===== src/rtl/sram_port_arbiter_pkg.sv =====
// sram_port_arbiter_pkg: shared owner encoding, default widths and read-tag layout
package sram_port_arbiter_pkg;
  localparam int DEF_ADDR_W = 8;
  localparam int DEF_DATA_W = 8;
  localparam logic OWNER_CPU = 1'b0;
  localparam logic OWNER_DMA = 1'b1;
  typedef struct packed {
    logic valid;
    logic owner;
  } tag_t;
endpackage


===== src/rtl/sram_port_arbiter_if.sv =====
// sram_port_arbiter_if: one requester port (request, command fields, grant, read return)
interface sram_port_arbiter_if
  import sram_port_arbiter_pkg::*;
#(
  parameter int ADDR_W = DEF_ADDR_W,
  parameter int DATA_W = DEF_DATA_W
);
  logic              req;
  logic              we;
  logic [ADDR_W-1:0] addr;
  logic [DATA_W-1:0] wdata;
  logic              gnt;
  logic              rvalid;
  logic [DATA_W-1:0] rdata;
  modport master(output req, we, addr, wdata, input gnt, rvalid, rdata);
  modport slave(input req, we, addr, wdata, output gnt, rvalid, rdata);
endinterface


===== src/rtl/sram_port_arbiter_tag_delay.sv =====
// sram_port_arbiter_tag_delay: fixed-length delay line carrying read tags alongside SRAM latency
module sram_port_arbiter_tag_delay #(
  parameter int DELAY = 2,
  parameter int WIDTH = 2
) (
  input  logic             clk,
  input  logic             arst,
  input  logic [WIDTH-1:0] d,
  output logic [WIDTH-1:0] q
);
  logic [WIDTH-1:0] pipe [DELAY];
  always_ff @(posedge clk or posedge arst)
    if (arst) begin
      for (int i = 0; i < DELAY; i++) pipe[i] <= '0;
    end else begin
      pipe[0] <= d;
      for (int i = 1; i < DELAY; i++) pipe[i] <= pipe[i-1];
    end
  assign q = pipe[DELAY-1];
endmodule


===== src/rtl/sram_port_arbiter.sv =====
// sram_port_arbiter: shares one single-port SRAM between CPU and DMA ports with registered commands
// and in-order read return; round-robin or CPU priority with bounded DMA starvation.
module sram_port_arbiter
  import sram_port_arbiter_pkg::*;
#(
  parameter int ADDR_W   = DEF_ADDR_W,
  parameter int DATA_W   = DEF_DATA_W,
  parameter int RD_LAT   = 1,
  parameter int MAX_WAIT = 3
) (
  input  logic              clk,
  input  logic              arst,
  input  logic              cpu_prio,
  sram_port_arbiter_if.slave cpu,
  sram_port_arbiter_if.slave dma,
  output logic [ADDR_W-1:0] sram_addr,
  output logic              sram_write_en,
  output logic [DATA_W-1:0] sram_data_out,
  input  logic [DATA_W-1:0] sram_data_in
);
  localparam int WC_W = $clog2(MAX_WAIT + 1);
  logic [WC_W-1:0] wait_cnt;
  logic            rr_last;
  logic            dma_win;
  logic            accept;
  logic            sel;
  logic            sel_we;
  tag_t            tag_in;
  tag_t            tag_out;
  always_comb begin
    dma_win    = cpu_prio ? (wait_cnt == WC_W'(MAX_WAIT)) : (rr_last == OWNER_CPU);
    cpu.gnt    = !arst && cpu.req && !(dma.req && dma_win);
    dma.gnt    = !arst && dma.req && (!cpu.req || dma_win);
    accept     = cpu.gnt || dma.gnt;
    sel        = dma.gnt ? OWNER_DMA : OWNER_CPU;
    sel_we     = sel ? dma.we : cpu.we;
    tag_in.valid = accept && !sel_we;
    tag_in.owner = sel;
  end
  sram_port_arbiter_tag_delay #(
    .DELAY(RD_LAT + 1),
    .WIDTH($bits(tag_t))
  ) u_tag (
    .clk (clk),
    .arst(arst),
    .d   (tag_in),
    .q   (tag_out)
  );
  // wait_cnt tracks DMA denial in both modes so a mode switch keeps its history
  always_ff @(posedge clk or posedge arst)
    if (arst) begin
      wait_cnt      <= '0;
      rr_last       <= OWNER_DMA;
      sram_addr     <= '0;
      sram_write_en <= 1'b0;
      sram_data_out <= '0;
      cpu.rvalid    <= 1'b0;
      cpu.rdata     <= '0;
      dma.rvalid    <= 1'b0;
      dma.rdata     <= '0;
    end else begin
      wait_cnt <= (!dma.req || dma.gnt) ? '0 : (wait_cnt == WC_W'(MAX_WAIT)) ? wait_cnt : wait_cnt + 1'b1;
      if (accept) begin
        rr_last       <= sel;
        sram_addr     <= sel ? dma.addr : cpu.addr;
        sram_data_out <= sel ? dma.wdata : cpu.wdata;
      end
      sram_write_en <= accept && sel_we;
      cpu.rvalid    <= tag_out.valid && tag_out.owner == OWNER_CPU;
      dma.rvalid    <= tag_out.valid && tag_out.owner == OWNER_DMA;
      if (tag_out.valid && tag_out.owner == OWNER_CPU) cpu.rdata <= sram_data_in;
      if (tag_out.valid && tag_out.owner == OWNER_DMA) dma.rdata <= sram_data_in;
    end
endmodule

===== src/flat_wrapper.sv =====
// flat-port wrapper written by rule: the top's interface ports become plain ports
module sram_port_arbiter_flat import sram_port_arbiter_pkg::*;
#(
  parameter int ADDR_W   = DEF_ADDR_W,
  parameter int DATA_W   = DEF_DATA_W,
  parameter int RD_LAT   = 1,
  parameter int MAX_WAIT = 3
)
  (clk, arst, cpu_prio, sram_addr, sram_write_en, sram_data_out, sram_data_in, cpu_req, cpu_we, cpu_addr, cpu_wdata, cpu_gnt, cpu_rvalid, cpu_rdata, dma_req, dma_we, dma_addr, dma_wdata, dma_gnt, dma_rvalid, dma_rdata);
  sram_port_arbiter_if #(.ADDR_W(ADDR_W), .DATA_W(DATA_W)) cpu_i ();
  sram_port_arbiter_if #(.ADDR_W(ADDR_W), .DATA_W(DATA_W)) dma_i ();
  input  logic clk;
  input  logic arst;
  input  logic cpu_prio;
  output logic [ADDR_W-1:0] sram_addr;
  output logic sram_write_en;
  output logic [DATA_W-1:0] sram_data_out;
  input  logic [DATA_W-1:0] sram_data_in;
  input wire logic [$bits(cpu_i.req)-1:0] cpu_req;
  input wire logic [$bits(cpu_i.we)-1:0] cpu_we;
  input wire logic [$bits(cpu_i.addr)-1:0] cpu_addr;
  input wire logic [$bits(cpu_i.wdata)-1:0] cpu_wdata;
  output wire logic [$bits(cpu_i.gnt)-1:0] cpu_gnt;
  output wire logic [$bits(cpu_i.rvalid)-1:0] cpu_rvalid;
  output wire logic [$bits(cpu_i.rdata)-1:0] cpu_rdata;
  input wire logic [$bits(dma_i.req)-1:0] dma_req;
  input wire logic [$bits(dma_i.we)-1:0] dma_we;
  input wire logic [$bits(dma_i.addr)-1:0] dma_addr;
  input wire logic [$bits(dma_i.wdata)-1:0] dma_wdata;
  output wire logic [$bits(dma_i.gnt)-1:0] dma_gnt;
  output wire logic [$bits(dma_i.rvalid)-1:0] dma_rvalid;
  output wire logic [$bits(dma_i.rdata)-1:0] dma_rdata;
  assign cpu_i.req = cpu_req;
  assign cpu_i.we = cpu_we;
  assign cpu_i.addr = cpu_addr;
  assign cpu_i.wdata = cpu_wdata;
  assign cpu_gnt = cpu_i.gnt;
  assign cpu_rvalid = cpu_i.rvalid;
  assign cpu_rdata = cpu_i.rdata;
  assign dma_i.req = dma_req;
  assign dma_i.we = dma_we;
  assign dma_i.addr = dma_addr;
  assign dma_i.wdata = dma_wdata;
  assign dma_gnt = dma_i.gnt;
  assign dma_rvalid = dma_i.rvalid;
  assign dma_rdata = dma_i.rdata;
  sram_port_arbiter #(.ADDR_W(ADDR_W), .DATA_W(DATA_W), .RD_LAT(RD_LAT), .MAX_WAIT(MAX_WAIT)) u_core (.clk(clk), .arst(arst), .cpu_prio(cpu_prio), .cpu(cpu_i), .dma(dma_i), .sram_addr(sram_addr), .sram_write_en(sram_write_en), .sram_data_out(sram_data_out), .sram_data_in(sram_data_in));
endmodule

===== config.mk =====
export PLATFORM = sky130hd
export DESIGN_NAME = sram_port_arbiter_flat
export DESIGN_NICKNAME = d
export VERILOG_FILES = /design/src/rtl/sram_port_arbiter_pkg.sv /design/src/rtl/sram_port_arbiter_if.sv /design/src/rtl/sram_port_arbiter_tag_delay.sv /design/src/rtl/sram_port_arbiter.sv /design/src/flat_wrapper.sv
export SDC_FILE = /design/constraint.sdc
export NUM_CORES = 1
export LEC_CHECK = 0
export ABC_AREA = 1
export CORE_ASPECT_RATIO = 0.75
export CORE_MARGIN = 2
export CORE_UTILIZATION = 35
export DETAILED_ROUTE_END_ITERATION = 10
export GPL_ROUTABILITY_DRIVEN = 0
export PLACE_DENSITY = 0.74
export SLEW_MARGIN = 25
export SYNTH_ARGS = -nofsm -noshare
export SYNTH_HDL_FRONTEND = slang
export SYNTH_SLANG_ARGS = --single-unit

===== constraint.sdc =====
create_clock -name clk -period 3.6 [get_ports clk]
set_clock_uncertainty 0.05 [all_clocks]
set_input_delay 0.54 -clock clk [delete_from_list [all_inputs] [get_ports clk]]
set_output_delay 0.54 -clock clk [all_outputs]
set_load 0.01 [all_outputs]

After elaboration in Yosys (flattened, before gate mapping)
Index checks and enable logic that the tools add are counted.
{ "classes": {"div_mod_pow": 0, "shifts": 0, "reduce_logical": 17, "mul": 0, "eq_ne": 2, "n_mux": 7, "order_cmp": 0, "bitwise_logic": 2, "add_sub_neg": 1} }
{ "ops": {"columns": ["operator", "n"], "rows": [
  ["$mux 8", 2],
  ["$logic_and 1x1->1", 9],
  ["$logic_not 1->1", 5],
  ["$mux 2", 2],
  ["$logic_or 1x1->1", 3],
  ["$mux 1", 3],
  ["$add 2x1->2 const B", 1],
  ["$eq 2x2->1 const B", 1],
  ["$ne 2x1->1 const B", 1],
  ["$not 1->1", 2]
]} }
{ "word_totals": {"mem_bits_ro": 0, "regBits": 42, "latchBits": 0, "mem_count": 0, "ram_bits": 0} }

Longest topological paths before layout
{ "logic_depth": {"word_depth": 8, "mapped_depth": 8, "depth_no_buf": 8} }

Hierarchy
Synthesis repeated with hierarchy kept, for this count alone.
{ "hier_totals": {"cells_unflattened": 224, "area_unflattened_um2": 1948.1} }
{ "by_module_without_submodules": {"columns": ["module", "seq_area_each_um2", "n_inst", "area_per_inst_um2", "cells_each"], "rows": [
  ["sram_port_arbiter", 952.2, 1, 1829.3, 217],
  ["sram_port_arbiter_tag_delay", 100.1, 1, 118.9, 7]
]} }

Least setup slack after synthesis
OpenSTA, ideal clock, no wires.
{ "synth_timing": {"path_type": "input to output", "startpoint": "input arst", "endpoint": "output cpu_gnt", "arrival_ns": 1.389, "required_ns": 3.010, "n_path_buf": 0, "path_stages": 3, "path_slack_ns": 1.621, "path_cell_list": "inv_2 -> nand2_1 -> a21oi_1"} }
{ "synth_between": {"elab_chain_cells": 3} }
{ "synth_lines": {"columns": ["element", "line_no", "source"], "rows": [
  ["from (decl)", "flat_wrapper.sv:13", "input logic arst;"],
  ["$logic_not 1->1", "sram_port_arbiter.sv:32", "cpu.gnt = !arst && cpu.req && !(dma.req && dma_win);"],
  ["$logic_and 1x1->1 (2 in series)", "sram_port_arbiter.sv:32", null],
  ["to (decl)", "flat_wrapper.sv:23", "output wire logic [$bits(cpu_i.gnt)-1:0] cpu_gnt;"]
]} }
Every way passes these cells.

Worst setup path in the final report
{ "layout_timing": {"startpoint": "input cpu_req", "endpoint": "output dma_gnt"} }
{ "layout_between": {"elab_chain_cells": 3} }
{ "layout_lines": {"columns": ["element", "line_no", "source"], "rows": [
  ["from (decl)", "flat_wrapper.sv:19", "input wire logic [$bits(cpu_i.req)-1:0] cpu_req;"],
  ["$logic_not 1->1", "sram_port_arbiter.sv:33", "dma.gnt = !arst && dma.req && (!cpu.req || dma_win);"],
  ["$logic_or 1x1->1", "sram_port_arbiter.sv:33", null],
  ["$logic_and 1x1->1", "sram_port_arbiter.sv:33", null],
  ["to (decl)", "flat_wrapper.sv:30", "output wire logic [$bits(dma_i.gnt)-1:0] dma_gnt;"]
]} }
Every way passes these cells.

==> metrics <==
CP Launch Type=input port; crit-path cells=clkdlybuf4s50_1, nand3_2, nand2_4, inv_1, clkdlybuf4s50_1; drt pass-1 iters=4; reg2reg start=u_core.wait_cnt[0]; Crit. path cell count=5; crit path kind=input port to output port; slowest stage cell on the critical path=clkdlybuf4s50_1; post-synth top area share=53.18%; end of the critical path=dma_gnt; Final Util=about 55%; fill count=a little over 500; Arr. time, crit path=~2500 ps; CP Max Fanout=22; EDFF count, synth=0; number of gates resized after CTS=0; detailed placement HPWL=3.400 mm; IO Pins=84; FP Rows=23; Final Power=roughly 1.3 mW; H-tree Lvls=2; GR Overflow Total=0; ranking of synthesized cells by area=dfrtp_1 53%, nand2_1 15%, inv_1 5.8%, nand3b_1 5.8%, o21ai_0 4.4%; R2R Path End=u_core.u_tag.pipe[3]; Final Setup Violations=0; YS warnings=0; Synth top cells by count=75 x nand2_1, 41 x dfrtp_1, 30 x inv_1; RSZ-0062 raised after global routing=false; Seq/Total Area, Yosys=between 50% and 60%; Total Neg Setup Slack=0 ps; vias in the first global route=approximately 1600; drt via density=~4.4; Max VDD drop=roughly 0.15 mV; worst reg2reg setup slack=~1700 ps; TritonCTS Sinks=42; Buf/Inv on CP=3; Post-Route WL=about 4.7 mm; All-Layer GR Usage=between 10% and 20%; outcome=completed; worst hold path type=flip-flop to flip-flop; Synth Cell Area=0.001929 mm2; placed instance area=approximately 0.0028 mm2; actual slew at the worst max-slew pin=about 570 ps; root buffer cell=clkbuf_8; Die H=about 68 um; Initial Utilization=~36%; ys flop type=dfrtp_1; vias post-DR=approximately 1700; clock latency on the worst-skew pair=between 200 and 300 ps; Worst Setup End Kind=output port; min Tclk post-route=around 3000 ps; CTS tree=yes; Crit path top cell by count=clkdlybuf4s50_1; Routed Antenna Nets=0; maxcap violations=0; LEAKAGE=between 1 and 1.5 nW; pwr dens=roughly 460 mW/mm2; setup bufs post-CTS=0; DR iter-0 viols=98; crit path from=cpu_req; top-count cell post-synth=nand2_1; Seq cells post-synth=42; FMAX=around 330 MHz; fin crit share=between 80% and 90%; Final Hold Viols=0; Clock Tree Buf Depth=2; clock slew at reported path FFs=around 90 ps; count of unique library cells instantiated by Yosys=24; Finished Cell Area=approximately 0.003 mm2; Die Wd=between 80 and 90 um; first-pass GRT wire length=7.541 mm; worst relative slew slack=between 60% and 70%; die area=0.006129 mm2; final layout net count=about 350; cell taking the most area after synthesis=dfrtp_1; initial antenna violation count=0; Mapped Cells=221; CTS Buf Count=5; CTS Hold Buffers Added=0; layout cells sized above 1=between 6 and 7%; worst r2r path cells=8; Slew Limit Fails=0; crit-path max cell delay=between 500 and 600 ps; area growth from synthesis to layout=51.04%; crit-path leading delay family=buffers and inverters; WP data required=around 3000 ps; syn avg cell area=slightly below 9 um2; Port Buffers=83; Syn Nets=269; FFs w/ async S/R, synth=100.0%; DRC Markers=0; Core ar.=0.005324 mm2; ant diodes=0; drt wl/cell=between 10 and 15 um; largest net degree at the start of global routing=44; Hold WS=305.6 ps
==> how the worst min path moves through the flow <==
stage | from | cells past startpoint | to
after floorplan | u_core.u_tag.pipe[2] | 0 | u_core.u_tag.q[0]
after global placement | u_core.u_tag.pipe[3] | 0 | u_core.u_tag.q[1]
after detailed placement | u_core.u_tag.pipe[3] | 0 | u_core.u_tag.q[1]
after CTS | u_core.u_tag.pipe[3] | 0 | u_core.u_tag.q[1]
after global routing | u_core.u_tag.pipe[3] | 0 | u_core.u_tag.q[1]
final | u_core.u_tag.pipe[3] | 0 | u_core.u_tag.q[1]
==> state kept, by name (all words and copies together), names as in the netlist <==
name / count
u_core.cpu.rdata: 8
u_core.dma.rdata: 8
u_core.sram_addr: 8
u_core.sram_data_out: 8
u_core.u_tag.pipe: 2
u_core.u_tag.q: 2
u_core.wait_cnt: 2
u_core.cpu.rvalid: 1
u_core.dma.rvalid: 1
u_core.rr_last: 1
u_core.sram_write_en: 1
==> through the flow <==
step | setup WS (ps) | cells
2_1_floorplan | 1621 | 221
3_3_place_gp | 624.9 | 372
3_5_place_dp | 569.9 | 372
4_1_cts | 563.0 | 380
5_1_grt | 416.0 | 380
6_report | 554.5 | 380
==> final cells by class <==
cell class                 instances  area, um2  area share [%]
tap                               75      93.84           3.220
sequential                        42       1052           36.11
clock inverter                     3      45.04           1.546
clock buffer                       5      68.82           2.362
inverter                          33      123.9           4.251
multi-input combinational        138      691.9           23.74
timing repair buffer              84      838.3           28.77
==> report_power, final <==
group,total (mW),internal (mW),switching [mW]
Clock,0.375,0.206,0.168
Sequential,0.596,0.552,0.0435
Combinational,0.379,0.217,0.162
==> cell usage in the layout (no fill, tap or decap) <==
| cell type | instances |
|---|---|
| dfrtp_1 | 41 |
| inv_1 | 30 |
| nor2_2 | 2 |
| a21oi_1 | 1 |
| clkdlybuf4s50_1 | 83 |
| nor2_8 | 1 |
| nand2_1 | 75 |
| clkbuf_8 | 5 |
| nor2_1 | 3 |
| ha_1 | 1 |
| nand3b_1 | 15 |
| nand2_4 | 1 |
| xor2_1 | 1 |
| mux2i_1 | 1 |
| o21ai_0 | 17 |
| bufinv_16 | 1 |
| clkinvlp_4 | 2 |
| dfstp_2 | 1 |
| inv_2 | 3 |
| o21ai_4 | 1 |
| nand2_2 | 1 |
| nand3_2 | 1 |
| o21ai_2 | 1 |
| buf_4 | 1 |
| nand3_1 | 16 |
==> cells by family after synthesis <==
logic type / count (synthesis) / synth area share (%)
AND/OR/NAND/NOR: 115 / 28.28
multiplexers: 1 / 0.5188
buffers and inverters: 41 / 9.598
AO/OA/AOI/OAI: 20 / 5.966
flip-flops: 42 / 54.54
XOR/XNOR: 1 / 0.4540
adder cells (fa/ha/maj): 1 / 0.6484
==> per-layer routing <==
metal	part of all wire [%]	track usage, %
met1	47	20.82
met2	48	25.66
met3	4.3	3.634
met4	0.75	5.769
met5	0	0
==> worst reg2reg max path, cell delays in order (launching register included) <==
cell and delay (ps):
dfrtp_1 410, ha_1 270, nand2_1 120, nand3_2 330
nand2_4 360, inv_1 120, nand2_1 70, nand2_1 60
nor2_2 80
Power figures use the tool's default switching activity.
